[config.mk]
export PLATFORM = sky130hd
export DESIGN_NAME = rep3_tx
export DESIGN_NICKNAME = d
export VERILOG_FILES = /design/src/rtl/rep3_tx.sv
export SDC_FILE = /design/constraint.sdc
export NUM_CORES = 1
export LEC_CHECK = 0
export CAP_MARGIN = 30
export CELL_PAD_IN_SITES_DETAIL_PLACEMENT = 1
export CELL_PAD_IN_SITES_GLOBAL_PLACEMENT = 2
export CORE_MARGIN = 2
export CORE_UTILIZATION = 31
export CTS_CLUSTER_SIZE = 16
export DETAILED_ROUTE_END_ITERATION = 10
export PLACE_DENSITY_LB_ADDON = 0.1
export SLEW_MARGIN = 20
export SYNTH_ARGS = -nofsm -noshare
export SYNTH_HDL_FRONTEND = slang
export SYNTH_SLANG_ARGS = --single-unit
[constraint.sdc]
create_clock -name clk -period 2 [get_ports clk]
set_input_delay 0.5 -clock clk [delete_from_list [all_inputs] [get_ports clk]]
set_output_delay 0.5 -clock clk [all_outputs]
set_load 0.005 [all_outputs]
[src/rtl/rep3_tx.sv]
// rtl/rep3_tx.sv - triple-repetition serial transmitter
// Each frame bit (start 0, LSB-first data, stop 1) is sent as three identical symbols.
module rep3_tx #(
  parameter int DATA_W      = 8,
  parameter int CLK_PER_SYM = 4
) (
  input  logic              clk,
  input  logic              rst_n,
  input  logic [DATA_W-1:0] din,
  input  logic              din_valid,
  output logic              in_ready,
  output logic              tx,
  output logic              busy,
  output logic              done
);

  typedef enum logic [1:0] {IDLE, START, DATA, STOP} state_t;

  localparam logic [7:0] TIMER_LAST = 8'(CLK_PER_SYM - 1);
  localparam logic [3:0] BIT_LAST   = 4'(DATA_W - 1);
  // The last clock of the stop bit is spent in IDLE as the done cycle, so a word
  // accepted there starts its start bit with no idle symbol between frames.
  localparam logic [1:0] STOP_REP_LAST   = (CLK_PER_SYM == 1) ? 2'd1 : 2'd2;
  localparam logic [7:0] STOP_TIMER_LAST = (CLK_PER_SYM == 1) ? 8'd0 : 8'(CLK_PER_SYM - 2);

  state_t            state_q, state_d;
  logic [7:0]        timer_q, timer_d;
  logic [1:0]        rep_q, rep_d;
  logic [3:0]        bit_q, bit_d;
  logic [DATA_W-1:0] shreg_q, shreg_d;
  logic              tx_q, tx_d;
  logic              busy_q, busy_d;
  logic              in_ready_q, in_ready_d;
  logic              done_q, done_d;

  logic              sym_end;
  logic [DATA_W-1:0] shifted;

  always_comb begin
    sym_end    = (timer_q == TIMER_LAST);
    shifted    = shreg_q >> 1;
    state_d    = state_q;
    timer_d    = timer_q;
    rep_d      = rep_q;
    bit_d      = bit_q;
    shreg_d    = shreg_q;
    tx_d       = tx_q;
    busy_d     = busy_q;
    in_ready_d = in_ready_q;
    done_d     = 1'b0;

    if (state_q != IDLE) begin
      timer_d = sym_end ? 8'd0 : timer_q + 8'd1;
    end

    case (state_q)
      IDLE: begin
        timer_d    = 8'd0;
        rep_d      = 2'd0;
        bit_d      = 4'd0;
        tx_d       = 1'b1;
        busy_d     = 1'b0;
        in_ready_d = 1'b1;
        if (din_valid && in_ready_q) begin
          shreg_d    = din;
          state_d    = START;
          tx_d       = 1'b0;
          busy_d     = 1'b1;
          in_ready_d = 1'b0;
        end
      end
      START: begin
        if (sym_end) begin
          if (rep_q == 2'd2) begin
            rep_d   = 2'd0;
            state_d = DATA;
            tx_d    = shreg_q[0];
          end else begin
            rep_d = rep_q + 2'd1;
          end
        end
      end
      DATA: begin
        if (sym_end) begin
          if (rep_q == 2'd2) begin
            rep_d   = 2'd0;
            shreg_d = shifted;
            if (bit_q == BIT_LAST) begin
              bit_d   = 4'd0;
              state_d = STOP;
              tx_d    = 1'b1;
            end else begin
              bit_d = bit_q + 4'd1;
              tx_d  = shifted[0];
            end
          end else begin
            rep_d = rep_q + 2'd1;
          end
        end
      end
      STOP: begin
        if (rep_q == STOP_REP_LAST && timer_q == STOP_TIMER_LAST) begin
          state_d    = IDLE;
          done_d     = 1'b1;
          busy_d     = 1'b0;
          in_ready_d = 1'b1;
          tx_d       = 1'b1;
          timer_d    = 8'd0;
          rep_d      = 2'd0;
        end else if (sym_end) begin
          rep_d = rep_q + 2'd1;
        end
      end
      default: state_d = IDLE;
    endcase
  end

  always_ff @(posedge clk) begin
    if (!rst_n) begin
      state_q    <= IDLE;
      timer_q    <= 8'd0;
      rep_q      <= 2'd0;
      bit_q      <= 4'd0;
      shreg_q    <= '0;
      tx_q       <= 1'b1;
      busy_q     <= 1'b0;
      in_ready_q <= 1'b1;
      done_q     <= 1'b0;
    end else begin
      state_q    <= state_d;
      timer_q    <= timer_d;
      rep_q      <= rep_d;
      bit_q      <= bit_d;
      shreg_q    <= shreg_d;
      tx_q       <= tx_d;
      busy_q     <= busy_d;
      in_ready_q <= in_ready_d;
      done_q     <= done_d;
    end
  end

  assign tx       = tx_q;
  assign busy     = busy_q;
  assign in_ready = in_ready_q;
  assign done     = done_q;

endmodule

==> metrics, run 1 <==
antenna cells 0; Synth Area in Compound Gates 22.13%; fin crit share 95.83%; drt initial violations 61; vias per cell 5.227; CP max-delay cell or4_4; mux cell area share after synthesis 5.858%; R2R setup slack 0.08 ns; Synth Area in Simple Gates 23.03%; crit path max fanout 7; synthesis-to-finish area growth 23.68%; CP Launch Type register; P per Cell Area 1208 nW/µm²; largest area contributor in the netlist dfxtp_1; WL/cell 15.11 µm; Hold Crit Class reg -> reg; routability cong. 0.8807; clock share of power 15.9%; Clock Skews 0.002456 ns; DRC errors left 0; adder-cell share of the synthesized area 5.696%; max frequency 521.8 MHz; final hold viol count 0; Clock Sinks 28; synthesized area per cell 8.688 µm²; Leak 0.0006940 µW; fillcell total 585; part of the power in registers 32.6%; Buf/Inv on CP 0; port bufs 14; Mapped Area 1538 µm²; detailed-route wire length 4065 µm; synth unique cells 43; worst hold start shreg_q[7]$_SDFFE_PN0P_; gr ovfl total 0; # IOs 15; Final Max Tran Viols 0; Net Count, Synth 195; Tightest Pin Transition 0.4743 ns; CTS Buffer Depth 2; internal power 1400 µW; die height 74.43 µm; largest net degree at the start of global routing 16; row count 25; critical path's largest stage delay 0.51 ns; MaxCap Viol Count 0; switching power 896.8 µW; final setup fails 0; share of cells above drive strength 1 13.86%; Post-Syn Instances 177; dpl ws -0.01130 ns; DP HPWL 3144 µm; first-pass GRT wire length 7072 µm; Post-synth EDFFs 0; CTS tree done; Worst setup EP type register; Post-Synth XOR/XNOR Area 3.417%; Post-layout nets 221; Die Area 5540 µm²; final setup margin 0.08349 ns; CP required 2.21 ns; Hold WS 0.4726 ns; FF-to-FF path depth 4; top_reg_cell synth dfxtp_1; Crit path max-delay family compound AO/OA/AOI/OAI gates; root buffer cell clkbuf_8; status completed; crit path DAT 2.13 ns; final core occ 40.00%; top cell type's share of synthesized area 36.45%; Initial Utilization 32.34%; VDD IR max 0.0006474 V; hold endpoint shreg_q[7]$_SDFFE_PN0P_; Period minus WS final 1.917 ns; Seq cells post-synth 28; sequential share of the synthesized area 36.45%; largest family of logic cells by synthesized area simple AND/OR/NAND/NOR gates; initial antenna violation count 0; Yosys warnings 0; vias in the first global route 1510; Clock Latency Late Sink 0.28 ns; total CTS buffers 3; Rel. slew slack 68.23%; Synth area leaders dfxtp_1 (36%), mux2i_1 (5.9%), ha_1 (5.7%); Clock Pin Slew Worst Setup and Hold Paths 0.10 ns; Die Width 74.43 µm; Initial DRT Pass Iterations 4; critical path cell sequence or4_4 -> o31a_4 -> a2111oi_4 -> mux2i_1; core box area 4755 µm²; Sw Share 39.05%; H-tree depth 1; setup bufs post-CTS 0; critical register-to-register path endpoint state_q[0]$_SDFFE_PN0P_; Combinational Power Share 51.5%; Setup Crit Path Kind reg -> reg; vias 1406; Hold Path Stages 2; Antenna Nets Post-Route 0; R2R Path Start timer_q[7]$_SDFF_PN0_; share of flip-flops with an asynchronous set or reset 0%; Setup TNS 0 ns; Global Route Usage Sum 16.24%; unrepaired setup endpoints after global routing no
[flip-flops by register name, indices dropped and copies added (netlist names)]
signal    cells
state_q       2
tx            1
shreg_q       8
done          1
rep_q         2
in_ready      1
bit_q         4
busy          1
timer_q       8
[synth_stat cells (2+ instances only)]
| library cell | instances |
|---|---|
| and3_1 | 2 |
| nor2_1 | 20 |
| clkbuf_1 | 8 |
| nand4_1 | 4 |
| a211oi_1 | 7 |
| or4_1 | 2 |
| dfxtp_1 | 28 |
| xnor2_1 | 3 |
| and3b_1 | 2 |
| a21oi_1 | 12 |
| mux2i_1 | 9 |
| ha_1 | 7 |
| nand3b_1 | 5 |
| inv_1 | 6 |
| nand2_1 | 16 |
| a21boi_0 | 3 |
| o21ai_0 | 7 |
| nand2b_1 | 2 |
| xor2_1 | 3 |
| nand3_1 | 5 |
| a31oi_1 | 3 |
| or4_4 | 2 |
[how the worst max path moves through the flow]
stage	start	to	slack, ns	depth (start not counted)
finish	timer_q[7]$_SDFF_PN0_	state_q[0]$_SDFFE_PN0P_	0.08	4
global route	timer_q[5]$_SDFF_PN0_	state_q[0]$_SDFFE_PN0P_	0.01	4
detailed placement	din_valid	shreg_q[1]$_SDFFE_PN0P_	-0.01	5
floorplan	timer_q[5]$_SDFF_PN0_	state_q[0]$_SDFFE_PN0P_	0.17	4
CTS	timer_q[5]$_SDFF_PN0_	state_q[0]$_SDFFE_PN0P_	0.06	4
global placement	din_valid	shreg_q[7]$_SDFFE_PN0P_	0.05	5
[cell usage in the layout, fill, tap and decap left out, types with 2 or more instances in the layout]
cell / count
inv_1: 6
dfxtp_1: 28
clkbuf_8: 4
nand3_1: 5
nand2b_1: 2
mux2i_1: 9
a21oi_1: 12
or4_4: 2
and3b_1: 2
nand3b_1: 5
or4_1: 2
xnor2_1: 3
ha_1: 7
nor2_1: 19
clkdlybuf4s50_1: 14
nand2_1: 16
nand4_1: 4
a31oi_1: 3
buf_4: 15
o21ai_0: 7
xor2_1: 3
and3_1: 2
a21boi_0: 3
a211oi_1: 7
[cell type report]
type | instances | area (µm²) | share of cell area, %
clock buffer | 4 | 55.05 | 2.895
inverter | 6 | 22.52 | 1.184
multi-input combinational | 135 | 927.1 | 48.75
sequential | 28 | 560.5 | 29.47
tap | 67 | 83.83 | 4.408
timing repair buffer | 29 | 252.7 | 13.29
[through the flow]
stage,cells,cell area [µm²],power [µW]
2_1_floorplan,177,1538,1508
3_3_place_gp,265,1844,1909
3_5_place_dp,265,1844,1938
4_1_cts,269,1899,2318
5_1_grt,269,1902,2491
6_report,269,1902,2296
[routing by layer]
layer / vias to the layer above / share of wire, % / GRT usage [%]
met2: 21 / 51 / 29.89
met3: 5 / 2.1 / 2.033
li1: 698 / - / -
met4: 0 / 0.76 / 3.770
met5: - / 0 / 0
met1: 682 / 46 / 20.05
[worst register-to-register path, cell delays in order, from the launching register on]
cell and delay, ns:
dfxtp_1 0.37, or4_4 0.51, o31a_4 0.39, a2111oi_4 0.36, mux2i_1 0.22
[cell families after synthesis]
group                      Yosys count
buffers and inverters               14
and+or+nand+nor                     67
adders and majority gates            7
muxes                                9
AOI/OAI and AO/OA                   46
xor gates and xnor gates             6
DFF                                 28
[repair_timing]
action / in CTS / in global routing
setup endpoints to repair: 0 / 8
endpoints found under the hold margin: 0 / 0
hold buffers: 0 / 0
gates resized for setup: 0 / 1
[power groups by stage]
stage / Combinational, µW / Clock (µW) / Sequential (µW)
global placement: 1150 / 0 / 759
detailed placement: 1170 / 0 / 765
finish: 1180 / 366 / 748
CTS: 1190 / 382 / 752
global route: 1320 / 404 / 768
floorplan: 761 / 0 / 747
Power figures use the tool's default switching activity.
==> run 2, diff against run 1 <==
- REMOVE_ABC_BUFFERS: unset -> 1
==> run 2 against run 1 <==
Flip-flop and latch count unchanged; first-iteration DRC count down 70%; critical path depth unchanged; final cell count up 1.5%; clock-buffer cell count down 1; wire length up 5.9%; combinational power up 6%; core utilization up 1.3 points; global-route usage up 0.85 points; non-clock buffer count up 4; fmax down 2.7%; largest power group unchanged.
==> metrics, run 2 (same netlist as run 1, synthesis figures left out) <==
CP Launch Type register (unchanged); critical path's largest stage delay 0.56 ns (was 0.51 ns); placed insts 267 (was 265); # IOs 15 (unchanged); part of the power in registers 30.7% (was 32.6%); gr ovfl total 0 (unchanged); Setup Crit Path Kind reg -> reg (unchanged); Final Max Tran Viols 0 (unchanged); CTS Buffer Depth 2 (unchanged); largest net degree at the start of global routing 17 (was 16); Die Width 74.43 µm (unchanged); worst hold start shreg_q[7]$_SDFFE_PN0P_ (unchanged); internal power 1538 µW (was 1400 µW); Tightest Pin Transition 0.5386 ns (was 0.4743 ns); synthesis-to-finish area growth 27.66% (was 23.68%); switching power 935.4 µW (was 896.8 µW); Antenna Nets Post-Route 0 (unchanged); Setup TNS 0 ns (unchanged); MaxCap Viol Count 0 (unchanged); Leak 0.0007222 µW (was 0.0006940 µW); Buf/Inv on CP 0 (unchanged); vias per cell 5.212 (was 5.227); initial antenna violation count 0 (unchanged); Largest regs shreg_q x8, timer_q x8, bit_q x4 (unchanged); max frequency 507.9 MHz (was 521.8 MHz); CP Capture Point state_q[1]$_SDFFE_PN0P_ (was state_q[0]$_SDFFE_PN0P_); Clock Sinks 28 (unchanged); root buffer cell clkbuf_8 (unchanged); CP max-delay cell or4_4 (unchanged); WP depth 4 (unchanged); routability cong. 0.7777 (was 0.8807); most frequent cells in the layout dfxtp_1 (25), nor2_1 (20), buf_4 (19) (was dfxtp_1 (28), nor2_1 (19), nand2_1 (16)); Initial DRT Pass Iterations 4 (unchanged); vias in the first global route 1461 (was 1510); Post-layout nets 225 (was 221); detailed-route wire length 4304 µm (was 4065 µm); core box area 4755 µm² (unchanged); Global Route Usage Sum 17.10% (was 16.24%); commonest non-fill, non-tap cell in the layout dfxtp_1 (unchanged); crit path DAT 2.19 ns (was 2.13 ns); VDD IR max 0.0005946 V (was 0.0006474 V); Period minus WS final 1.969 ns (was 1.917 ns); CTS tree done (unchanged); R2R Path Start timer_q[4]$_SDFF_PN0_ (was timer_q[7]$_SDFF_PN0_); Die Area 5540 µm² (unchanged); share of cells above drive strength 1 17.48% (was 13.86%); Combinational Power Share 50.5% (was 51.5%); port bufs 14 (unchanged); final hold viol count 0 (unchanged); Clock Skews 0.01332 ns (was 0.002456 ns); antenna cells 0 (unchanged); Sw Share 37.82% (was 39.05%); clock share of power 18.8% (was 15.9%); Clock Pin Slew Worst Setup and Hold Paths 0.11 ns (was 0.10 ns); Crit path max-delay family compound AO/OA/AOI/OAI gates (unchanged); critical path cell sequence or4_4 -> o31a_4 -> a2111oi_4 -> mux2i_1 (unchanged); Worst setup EP type register (unchanged); unrepaired setup endpoints after global routing yes (was no); row count 25 (unchanged); WL/cell 15.77 µm (was 15.11 µm); first-pass GRT wire length 7307 µm (was 7072 µm); fin crit share 98.45% (was 95.83%); Hold Crit Class reg -> reg (unchanged); Hold WS 0.4770 ns (was 0.4726 ns); crit path max fanout 3 (was 7); CP required 2.22 ns (was 2.21 ns); critical register-to-register path endpoint state_q[1]$_SDFFE_PN0P_ (was state_q[0]$_SDFFE_PN0P_); Clock Latency Late Sink 0.29 ns (was 0.28 ns); DRC errors left 0 (unchanged); Rel. slew slack 64.06% (was 68.23%); R2R setup slack 0.03 ns (was 0.08 ns); crit path launch timer_q[4]$_SDFF_PN0_ (was timer_q[7]$_SDFF_PN0_); Initial Utilization 32.34% (unchanged); P per Cell Area 1260 nW/µm² (was 1208 nW/µm²); status completed (unchanged); final setup fails 0 (unchanged); total CTS buffers 3 (unchanged); H-tree depth 1 (unchanged); vias 1423 (was 1406); DP HPWL 3236 µm (was 3144 µm); die height 74.43 µm (unchanged); Non-Filler Instances 273 (was 269); final core occ 41.29% (was 40.00%); FF-to-FF path depth 4 (unchanged); drt initial violations 18 (was 61)
[run 2: how the worst min path moves through the flow]
stage,endpoint,slack [ns],depth (start not counted)
floorplan,shreg_q[7]$_SDFFE_PN0P_,0.44,2
global placement,shreg_q[7]$_SDFFE_PN0P_,0.46,2
detailed placement,busy$_SDFFE_PN0P_,0.47,2
CTS,shreg_q[7]$_SDFFE_PN0P_,0.49,2
global route,shreg_q[7]$_SDFFE_PN0P_,0.52,2
finish,shreg_q[7]$_SDFFE_PN0P_,0.48,2
[run 2: routing by layer]
| layer | GRT usage (%) | up-vias | share of wire, % |
|---|---|---|---|
| met5 | 0 | - | 0 |
| met4 | 3.770 | 0 | 0.67 |
| met3 | 3.794 | 2 | 2.4 |
| met2 | 30.48 | 13 | 51 |
| met1 | 21.02 | 701 | 46 |
| li1 | - | 707 | - |
[run 2: power by group through the flow]
| stage | Clock (µW) | Sequential [µW] | Combinational [µW] |
|---|---|---|---|
| 2_1_floorplan | 0 | 747 | 751 |
| 3_3_place_gp | 0 | 761 | 1190 |
| 3_5_place_dp | 0 | 765 | 1230 |
| 4_1_cts | 479 | 753 | 1230 |
| 5_1_grt | 505 | 776 | 1380 |
| 6_report | 465 | 759 | 1250 |
[run 2: what timing repair did]
item                                    CTS  global route
setup buffers                             0             2
pin swaps                                 0             3
endpoints found under the setup margin    1             2
hold buffers                              0             0
gates resized for setup                   1             5
[run 2: worst min-delay path, delay by kind of cell (launching register included)]
family / cells / cell delay (ns)
AND/OR/NAND/NOR: 1 / 0.05
flip-flops: 1 / 0.33
AO/OA/AOI/OAI: 1 / 0.06
[run 2: final cells by class]
cell class                      count  area, µm²
Inverter                            6      22.52
Fill cell                         573       2791
Clock inverter                      1      30.03
Sequential cell                    28      564.3
Tap cell                           67      83.83
Clock buffer                        3      41.29
Multi-Input combinational cell    135      938.4
Timing Repair Buffer               33      282.8
[run 2: per-stage QoR]
stage                     cell area (µm²)  worst slack, ns  total power [µW]
after floorplan                      1508           0.1259              1497
after CTS                            1932        -0.001509              2467
final                                1963          0.03106              2473
after global routing                 1963         -0.01941              2659
after global placement               1859          0.05445              1952
after detailed placement             1859         -0.01284              1995
==> edit (settings of run 2) <==
Set the parameter `DATA_W` to 10 (it was 8).
--- a/src/rtl/rep3_tx.sv
+++ b/src/rtl/rep3_tx.sv
@@ -2,5 +2,5 @@
 // Each frame bit (start 0, LSB-first data, stop 1) is sent as three identical symbols.
 module rep3_tx #(
-  parameter int DATA_W      = 8,
+  parameter int DATA_W      = 10,
   parameter int CLK_PER_SYM = 4
 ) (
Ports: changed (resized din); port bits go from 15 to 17. The function was not compared with the original's and may differ.
==> edit against run 2 <==
- clock power down 2%
- first-iteration DRC count rose to 3.1 times the old value
- wire length increased by 0.95%
- clock skew is 9.2 ps lower
- count of clock-buffer cells in the layout grew 4
- worst setup slack better by 120 ps
- area after synthesis rose by 7.1%
- critical path depth rose by 1
- via count up 6.1%
- sequential share of layout area up 0.72 points
- cell area is 3.8% higher
- power is 0.26% lower
- sequential cell count up 2
- largest cell class unchanged
- highest routed layer unchanged
==> edit: results (changes against run 2) <==
internal reg-to-reg setup slack 150 ps (+120 ps); top post-synthesis cells by area dfxtp_1 (36%), ha_1 (6.1%), mux2i_1 (6.1%), a21oi_1 (5.8%), o21ai_0 (4.6%); Int Power 1.54 mW (about the same); # nets final 243 (+8.0%); clk slew on worst S/H paths 60 ps (-50 ps); Crit path arrival time 2050 ps (-140 ps); Slowest-stage cell, CP nor4_4; H-tree Lvls 2 (+1); Post-CTS Resized 0 (-1); Syn Area/Cell 8.36 µm² (-3.8%); CTS Buf Count 5 (+2); fillcell total 620 (+8.2%); drt initial violations 56 (+38); Crit path max-delay family simple AND/OR/NAND/NOR gates; HPWL Detailed 3290 µm (+1.6%); reg2reg start timer_q[3]; Hold Path Origin shreg_q[5]; post-synthesis cell type count 40 (-7.0%); Tot GR Track Use 0.156 (-0.0149); Non-Filler Instances 292 (+7.0%); R2R depth 5 (+1); share of layout cells above drive strength 1 0.108 (-0.0666); Largest stage delay, worst path 440 ps (-120 ps); status finished clean; number of global-route vias before repair 1563 (+7.0%); LEAKAGE 0.737 nW (+2.1%); first-pass GRT wire length 7380 µm (+0.94%); worst-path fanout max 24 (+21)
==> edit: changes by cell type in the layout (fill, tap and decap cells not counted), sizes merged, moves of 2 or more <==
cell | run 2 | this run
a211oi | 7 | 1
clkbuf | 3 | 7
a21boi | 3 | 1
o21ai | 7 | 15
or3 | 1 | 11
inv | 6 | 8
nand3 | 5 | 3
buf | 19 | 12
nor2 | 20 | 18
nor2b | 1 | 3
clkdlybuf4s50 | 14 | 16
dfxtp | 28 | 30
a21oi | 12 | 19
==> edit: per-stage QoR <==
stage | util | worst slack (ps) | cell area, µm² | hold slack [ps]
4_1_cts | 0.399 | 113 | 2040 | 480
5_1_grt | 0.399 | 16.1 | 2040 | 491
2_1_floorplan | - | -219 | 1610 | 449
3_5_place_dp | 0.384 | 110 | 1960 | 471
6_report | 0.399 | 152 | 2040 | 475
3_3_place_gp | 0.384 | 153 | 1960 | 458
==> edit: area by class of cell <==
type                       instances  area [µm²]  area share
clock buffer                       7        76.3      0.0374
tap                               70        87.6      0.0430
inverter                           8        30.0      0.0147
multi-input combinational        149         981       0.481
timing repair buffer              28         263       0.129
sequential                        30         601       0.295
==> edit: power groups by stage <==
stage                     registers (mW)  logic, mW  clock network [mW]
after floorplan                    0.807      0.712                   0
after global placement             0.821       1.15                   0
after detailed placement           0.829       1.21                   0
after CTS                          0.817       1.21               0.485
after global routing               0.836       1.34               0.509
final                              0.817       1.20               0.455
==> edit: worst max path at each step <==
| stage | startpoint | to | cells past startpoint |
|---|---|---|---|
| floorplan | state_q[0] | bit_q[2] | 6 |
| global route | state_q[0] | shreg_q[3] | 7 |
| detailed placement | din_valid | shreg_q[4] | 5 |
| CTS | state_q[0] | shreg_q[4] | 7 |
| finish | timer_q[3] | shreg_q[4] | 5 |
| global placement | din_valid | shreg_q[7] | 5 |
==> edit: kinds of logic (layout without fill, tap and decap cells) <==
| family | count (synthesis) | in the layout | synth area share |
|---|---|---|---|
| AND/OR/NAND/NOR | 74 | 74 | 0.255 |
| AO/OA/AOI/OAI | 51 | 51 | 0.186 |
| flip-flops | 30 | 30 | 0.365 |
| buffers and inverters | 18 | 43 | 0.0410 |
| multiplexers | 10 | 10 | 0.0608 |
| adder cells (fa/ha/maj) | 8 | 8 | 0.0608 |
| XOR/XNOR | 6 | 6 | 0.0319 |
==> edit: worst register-to-register path: cells and delay by family (launching register included) <==
kind                   cells  cell delay (ps)
AO/OA/AOI/OAI              2              390
buffers and inverters      1              210
AND/OR/NAND/NOR            2              780
flip-flops                 1              390
==> edit: routing by layer <==
metal,GRT usage,up-vias,part of all wire
li1,-,752,-
met1,0.201,736,0.46
met2,0.259,17,0.50
met3,0.0388,5,0.028
met4,0.0436,0,0.011
met5,0,-,0
